### src/rtl/sprite_blitter.sv
// Walks a rectangular sprite row by row, fetching each pixel from a synchronous ROM and emitting visible ones.
// Latency: start -> first pixel in 2 cycles; 2 cycles per pixel (written or skipped); done 1 cycle after the last pixel.
// Backpressure: an emitted pixel holds x/y/data until program_ready; transparent or clipped pixels never stall.
module sprite_blitter #(
    parameter int          ROM_ADDR_W  = 16,
    parameter logic [15:0] TRANSPARENT = 16'hF81F,
    parameter int          SCREEN_W    = 640,
    parameter int          SCREEN_H    = 480
) (
    input  logic                  clk,
    input  logic                  reset,
    input  logic                  start,
    input  logic [9:0]            sprite_x,
    input  logic [9:0]            sprite_y,
    input  logic [6:0]            sprite_w,
    input  logic [6:0]            sprite_h,
    input  logic [ROM_ADDR_W-1:0] sprite_base,
    output logic [ROM_ADDR_W-1:0] rom_addr,
    input  logic [15:0]           rom_data,
    output logic [9:0]            program_x,
    output logic [9:0]            program_y,
    output logic [15:0]           program_data,
    output logic                  program_write,
    input  logic                  program_ready,
    output logic                  busy,
    output logic                  done
);

    typedef enum logic [1:0] {S_IDLE, S_FETCH, S_EMIT, S_DONE} state_t;

    localparam logic [10:0] SCR_W = 11'(SCREEN_W);
    localparam logic [10:0] SCR_H = 11'(SCREEN_H);

    state_t                state_q, state_d;
    logic [9:0]            x_q, x_d, y_q, y_d;
    logic [6:0]            w_q, w_d, h_q, h_d;
    logic [6:0]            col_q, col_d, row_q, row_d;
    logic [ROM_ADDR_W-1:0] rom_ptr_q, rom_ptr_d;
    logic [15:0]           pix_q, pix_d;
    logic                  hold_q, hold_d;

    logic [10:0] px, py;
    logic [15:0] pix_cur;
    logic        in_emit, clipped, skip, col_last, is_last;

    // Pixel datapath: screen coordinate, colour source and skip decision for the current EMIT cycle
    always_comb begin
        px       = {1'b0, x_q} + {4'b0000, col_q};
        py       = {1'b0, y_q} + {4'b0000, row_q};
        // First EMIT cycle reads the ROM directly; stalled cycles use the captured copy
        pix_cur  = hold_q ? pix_q : rom_data;
        in_emit  = (state_q == S_EMIT);
        clipped  = (px >= SCR_W) || (py >= SCR_H);
        skip     = clipped || (pix_cur == TRANSPARENT);
        col_last = (col_q == w_q - 7'd1);
        is_last  = col_last && (row_q == h_q - 7'd1);
    end

    // Next-state logic: request latch, fetch/emit sequencing and pixel advance
    always_comb begin
        state_d   = state_q;
        x_d       = x_q;
        y_d       = y_q;
        w_d       = w_q;
        h_d       = h_q;
        col_d     = col_q;
        row_d     = row_q;
        rom_ptr_d = rom_ptr_q;
        pix_d     = pix_q;
        hold_d    = hold_q;
        case (state_q)
            S_IDLE: begin
                if (start) begin
                    x_d       = sprite_x;
                    y_d       = sprite_y;
                    w_d       = sprite_w;
                    h_d       = sprite_h;
                    col_d     = 7'd0;
                    row_d     = 7'd0;
                    rom_ptr_d = sprite_base;
                    hold_d    = 1'b0;
                    state_d   = (sprite_w == 7'd0 || sprite_h == 7'd0) ? S_DONE : S_FETCH;
                end
            end
            S_FETCH: begin
                hold_d  = 1'b0;
                state_d = S_EMIT;
            end
            S_EMIT: begin
                pix_d = pix_cur;
                if (skip || program_ready) begin
                    hold_d    = 1'b0;
                    rom_ptr_d = rom_ptr_q + ROM_ADDR_W'(1);
                    if (col_last) begin
                        col_d = 7'd0;
                        row_d = row_q + 7'd1;
                    end else begin
                        col_d = col_q + 7'd1;
                    end
                    state_d = is_last ? S_DONE : S_FETCH;
                end else begin
                    hold_d = 1'b1;
                end
            end
            default: begin
                state_d = S_IDLE;
            end
        endcase
    end

    // State registers; reset abandons any request in flight
    always_ff @(posedge clk or posedge reset) begin
        if (reset) begin
            state_q   <= S_IDLE;
            x_q       <= '0;
            y_q       <= '0;
            w_q       <= '0;
            h_q       <= '0;
            col_q     <= '0;
            row_q     <= '0;
            rom_ptr_q <= '0;
            pix_q     <= '0;
            hold_q    <= 1'b0;
        end else begin
            state_q   <= state_d;
            x_q       <= x_d;
            y_q       <= y_d;
            w_q       <= w_d;
            h_q       <= h_d;
            col_q     <= col_d;
            row_q     <= row_d;
            rom_ptr_q <= rom_ptr_d;
            pix_q     <= pix_d;
            hold_q    <= hold_d;
        end
    end

    assign rom_addr      = rom_ptr_q;
    assign program_write = in_emit && !skip;
    assign program_x     = in_emit ? px[9:0] : 10'd0;
    assign program_y     = in_emit ? py[9:0] : 10'd0;
    assign program_data  = in_emit ? pix_cur : 16'd0;
    assign busy          = (state_q != S_IDLE);
    assign done          = (state_q == S_DONE);

endmodule
### config.mk
export PLATFORM = sky130hd
export DESIGN_NAME = sprite_blitter
export DESIGN_NICKNAME = d
export VERILOG_FILES = /design/src/rtl/sprite_blitter.sv
export SDC_FILE = /design/constraint.sdc
export NUM_CORES = 1
export LEC_CHECK = 0
export ABC_CLOCK_PERIOD_IN_PS = 3500
export CORE_ASPECT_RATIO = 2
export CORE_UTILIZATION = 46
export DETAILED_ROUTE_END_ITERATION = 10
export HOLD_SLACK_MARGIN = 0.08
export PLACE_DENSITY_LB_ADDON = 0.05
export REMOVE_ABC_BUFFERS = 1
export SLEW_MARGIN = 20
export SYNTH_ARGS = -nofsm -noshare
export SYNTH_HDL_FRONTEND = slang
export SYNTH_SLANG_ARGS = --single-unit
### constraint.sdc
create_clock -name clk -period 3.5 [get_ports clk]
set_clock_uncertainty 0.05 [all_clocks]
set_input_delay 1.05 -clock clk [delete_from_list [all_inputs] [get_ports clk]]
set_output_delay 1.05 -clock clk [all_outputs]
set_load 0.01 [all_outputs]
==> results.py, run 1 <==
metrics = {
    "route": {
        "route.antenna.remaining_nets": 0,
        "detailroute.via_count": 5131,
        "route.detailed.wl_per_inst_um": 16.95,
        "detail_route.vias_per_cell": 5.632,
        "drt_pre_antenna_iters": 7,
        "drcViolationCount": 0,
        "totalWireLength_mm": 15.44,
        "drt_iter0_drc": 251,
    },
    "logic_synthesis": {
        "yosys_warnings": 0,
        "post_synth_edffs": 0,
        "asyncSetResetFlopFracSynth": 1.000,
        "synth_sequential_area_ratio": 0.3906,
        "mapped_cell_area_mm2": 0.005318,
        "synth_area_per_cell_um2": 9.152,
        "synth_cells": 581,
        "synth.distinct_cells": 60,
        "synth-seq-cells": 83,
        "ys.flop_type": "dfrtp_1",
    },
    "final_layout": {
        "flow.area_growth_from_synthesis_pct": 44.68,
        "final_layout_size_suffix_gt1_frac": 0.2419,
        "number_of_diodes_added_for_antenna_fixing": 0,
        "stdcell_count": 911,
        "fillerInstances": 951,
        "final_net_count": 855,
        "post_route_design_area_mm2": 0.007694,
        "finalCoreUtilization": 0.6817,
    },
    "cts": {
        "cts-buffers-inserted": 9,
        "cts.reportedPaths.clkPinSlew_ns": 0.05,
        "cts_max_level": 3,
        "clock-sinks": 83,
        "cts-root-buf": "clkbuf_16",
        "cts_tree": "done",
        "clock_latency_ns": 0.34,
        "cts_buffer_depth": 2,
    },
    "floorplanning": {
        "boundaryPins": 125,
        "floorplan.core_area_mm2": 0.01129,
        "dieHeight_um": 154.1,
        "initial_utilization": 0.4712,
        "floorplan.die_area_mm2": 0.01202,
        "die_w_um": 78.03,
        "rows": 55,
    },
    "sta": {
        "slew_violations": 0,
        "fmax_achieved_ghz": 0.2727,
        "slew_headroom": 0.5696,
        "setup_viol": 1,
        "final_hold_viol_count": 0,
        "fin_ws_ns": -0.1671,
        "timing.final.crit_period_ns": 3.667,
        "rsz0062_at_grt": "yes",
        "period_share": 1.048,
        "worstMarginPinSlew_ns": 0.6403,
    },
    "power": {
        "cellPowerDensity_mw_per_mm2": 794.8,
        "max_vdd_drop_v": 0.0005101,
        "cell_leakage_power_nw": 3.340,
        "power_mw": 6.115,
    },
    "worst_setup_path": {
        "timing.critical_path.required_ns": 2.40,
        "timing.critical_path.from_type": "input pin",
        "critical_path.endpoint_type": "primary output",
        "timing.critical_path.fanout_max": 2,
        "arrival_ns": 2.57,
        "critical_setup_path_kind": "input pin to primary output",
    },
    "global_route": {
        "groute.usage.overall": 0.2624,
        "via_count_of_the_first_global_routing_pass": 5220,
        "grt_start_max_net_pins": 84,
        "global_route_overflow": 0,
        "number_of_antenna_violations_at_the_first_check_in_global_routing": 0,
        "wire_length_of_the_first_global_routing_pass_mm": 24.82,
    },
    "status": {
        "outcome": "finished, violations left",
        "failing_checks": "setup timing",
    },
    "worst_hold_path": {
        "worst_hold_path_type": "flop to flop",
    },
    "flow_run": {
        "max_cap_violations": 0,
    },
    "placement": {
        "dp_hpwl_mm": 11.15,
        "post-place-cells": 883,
        "instance_area_after_placement_mm2": 0.007126,
        "io_buffers": 124,
        "dp_slack_ns": -0.8108,
        "gp_congestion": 0.8765,
    },
}
## final timing paths
check,startpoint,end,slack [ns],cells past startpoint
setup / recovery,rom_data[1],program_write,-0.17,9
hold / removal,pix_q[11]$_DFFE_PP0P_,pix_q[11]$_DFFE_PP0P_,0.46,1
setup reg to reg,row_q[0]$_DFFE_PP0P_,rom_addr[13]$_DFFE_PP0P_,0.24,13
hold reg to reg,pix_q[11]$_DFFE_PP0P_,pix_q[11]$_DFFE_PP0P_,0.46,1
max in group asynchronous,reset,rom_addr[0]$_DFFE_PP0P_,1.93,3
min in group asynchronous,reset,rom_addr[14]$_DFFE_PP0P_,1.07,3
## timing repair
action,4_1_cts,5_1_grt
resized for setup,48,40
hold buffers,0,0
setup buffers,8,4
pin swaps,14,21
endpoints found under the setup margin,16,17
## cell usage in the layout (no fill, tap or decap), types with 9 or more instances in the layout
master	count
nor3_1	10
nand3_1	23
ha_1	13
dlymetal6s2s_1	14
buf_4	68
a31oi_1	10
nand4_1	10
o21ai_0	34
nand2_1	53
nand2b_1	13
inv_1	14
xor2_1	10
clkdlybuf4s50_1	97
a21oi_1	40
xnor2_1	18
mux2_2	44
nor2_1	53
clkbuf_16	9
mux2i_1	15
dfrtp_1	83
## registers in the layout, summed over array words and instances, names as in the netlist
name      flops
state_q       2
hold_q        1
rom_addr     16
col_q         7
w_q           7
x_q          10
pix_q        16
h_q           7
y_q          10
row_q         7
## per-stage QoR
| step | TNS (ns) | hold slack, ns |
|---|---|---|
| floorplan | 0 | 0.4311 |
| global placement | -5.901 | 0.4423 |
| detailed placement | -7.793 | 0.4535 |
| CTS | -0.8485 | 0.4645 |
| global route | -0.4370 | 0.4822 |
| finish | -0.1671 | 0.4591 |
## synthesized netlist by cell type (all sizes together) (2+ instances only)
master / instances / area share
nand4b: 2 / 0.0033
a21o: 4 / 0.0056
or2: 4 / 0.0047
nand3: 24 / 0.023
inv: 16 / 0.011
clkbuf: 14 / 0.0099
nand4: 10 / 0.012
xor2: 10 / 0.016
fa: 2 / 0.0075
o22ai: 5 / 0.0059
mux2i: 15 / 0.028
nor3b: 2 / 0.0028
nor4b: 2 / 0.0045
ha: 19 / 0.045
and3: 7 / 0.0082
nand2b: 14 / 0.016
nor2b: 8 / 0.0094
nand2: 53 / 0.037
o2bb2ai: 6 / 0.0099
a211oi: 8 / 0.016
a21oi: 43 / 0.040
or3: 2 / 0.0033
nor2: 53 / 0.037
mux2: 44 / 0.093
buf: 12 / 0.010
and2: 8 / 0.0094
a31oi: 10 / 0.012
or4: 2 / 0.0028
nor3: 13 / 0.012
xnor2: 19 / 0.031
o21ai: 39 / 0.037
nor4: 7 / 0.0094
o211ai: 3 / 0.0042
dfrtp: 83 / 0.39
## routing by layer
metal	share of wire	GRT usage	vias to the layer above
li1	-	-	2458
met1	0.37	0.2809	2473
met2	0.57	0.5032	173
met3	0.036	0.03383	27
met4	0.024	0.1085	0
met5	0	0	-
## kinds of logic after synthesis
kind of cell,Yosys count,share of synthesized area
XOR/XNOR,29,0.04776
flip-flops,83,0.3906
AND/OR/NAND/NOR,214,0.2007
AO/OA/AOI/OAI,133,0.1558
buffers and inverters,42,0.03153
multiplexers,59,0.1214
adder cells (fa/ha/maj),21,0.05224
## report_power, final
part           total, mW  leakage (nW)  internal (mW)  switching [mW]
clock               1.02         0.157          0.645           0.375
sequential          1.85          1.01           1.38           0.471
combinational       3.24          2.18           1.67            1.57
total               6.12          3.34           3.70            2.42
## worst max-delay path: stages
cell and delay [ns]:
clkdlybuf4s50_1 0.48, nand4_1 0.13, nor3_2 0.18, a21oi_2 0.07
nor3_2 0.15, buf_4 0.15, nor3_1 0.05, and2_1 0.16
buf_2 0.14
## cell type report
class                   instances  area (um^2)  area share
multi-input cells             456         3232      0.4201
flip-flops and latches         83         2077      0.2700
repair buffers                198         1826      0.2373
clock buffers                  12        246.5     0.03204
well taps                     142        177.7     0.02309
clock inverters                 4        73.82    0.009595
inverters                      16        61.31    0.007969
Note: power is estimated with default switching activity, not from simulation.
==> run 2, diff against run 1 <==
--- a/config.mk
+++ b/config.mk
@@ -9,6 +9,7 @@
 export CORE_ASPECT_RATIO = 2
 export CORE_UTILIZATION = 46
 export DETAILED_ROUTE_END_ITERATION = 10
+export GPL_TIMING_DRIVEN = 1
 export HOLD_SLACK_MARGIN = 0.08
 export PLACE_DENSITY_LB_ADDON = 0.05
 export REMOVE_ABC_BUFFERS = 1
==> results of run 2 <==
No change in the layout: final DEF, timing and power equal those of run 1.
==> run 3, diff against run 2 <==
--- a/config.mk
+++ b/config.mk
@@ -8,6 +8,7 @@
 export ABC_CLOCK_PERIOD_IN_PS = 3500
 export CORE_ASPECT_RATIO = 2
 export CORE_UTILIZATION = 46
+export CTS_CLUSTER_DIAMETER = 80
 export DETAILED_ROUTE_END_ITERATION = 10
 export GPL_TIMING_DRIVEN = 1
 export HOLD_SLACK_MARGIN = 0.08
==> results of run 3 <==
No change in the layout: final DEF, timing and power equal those of run 1.
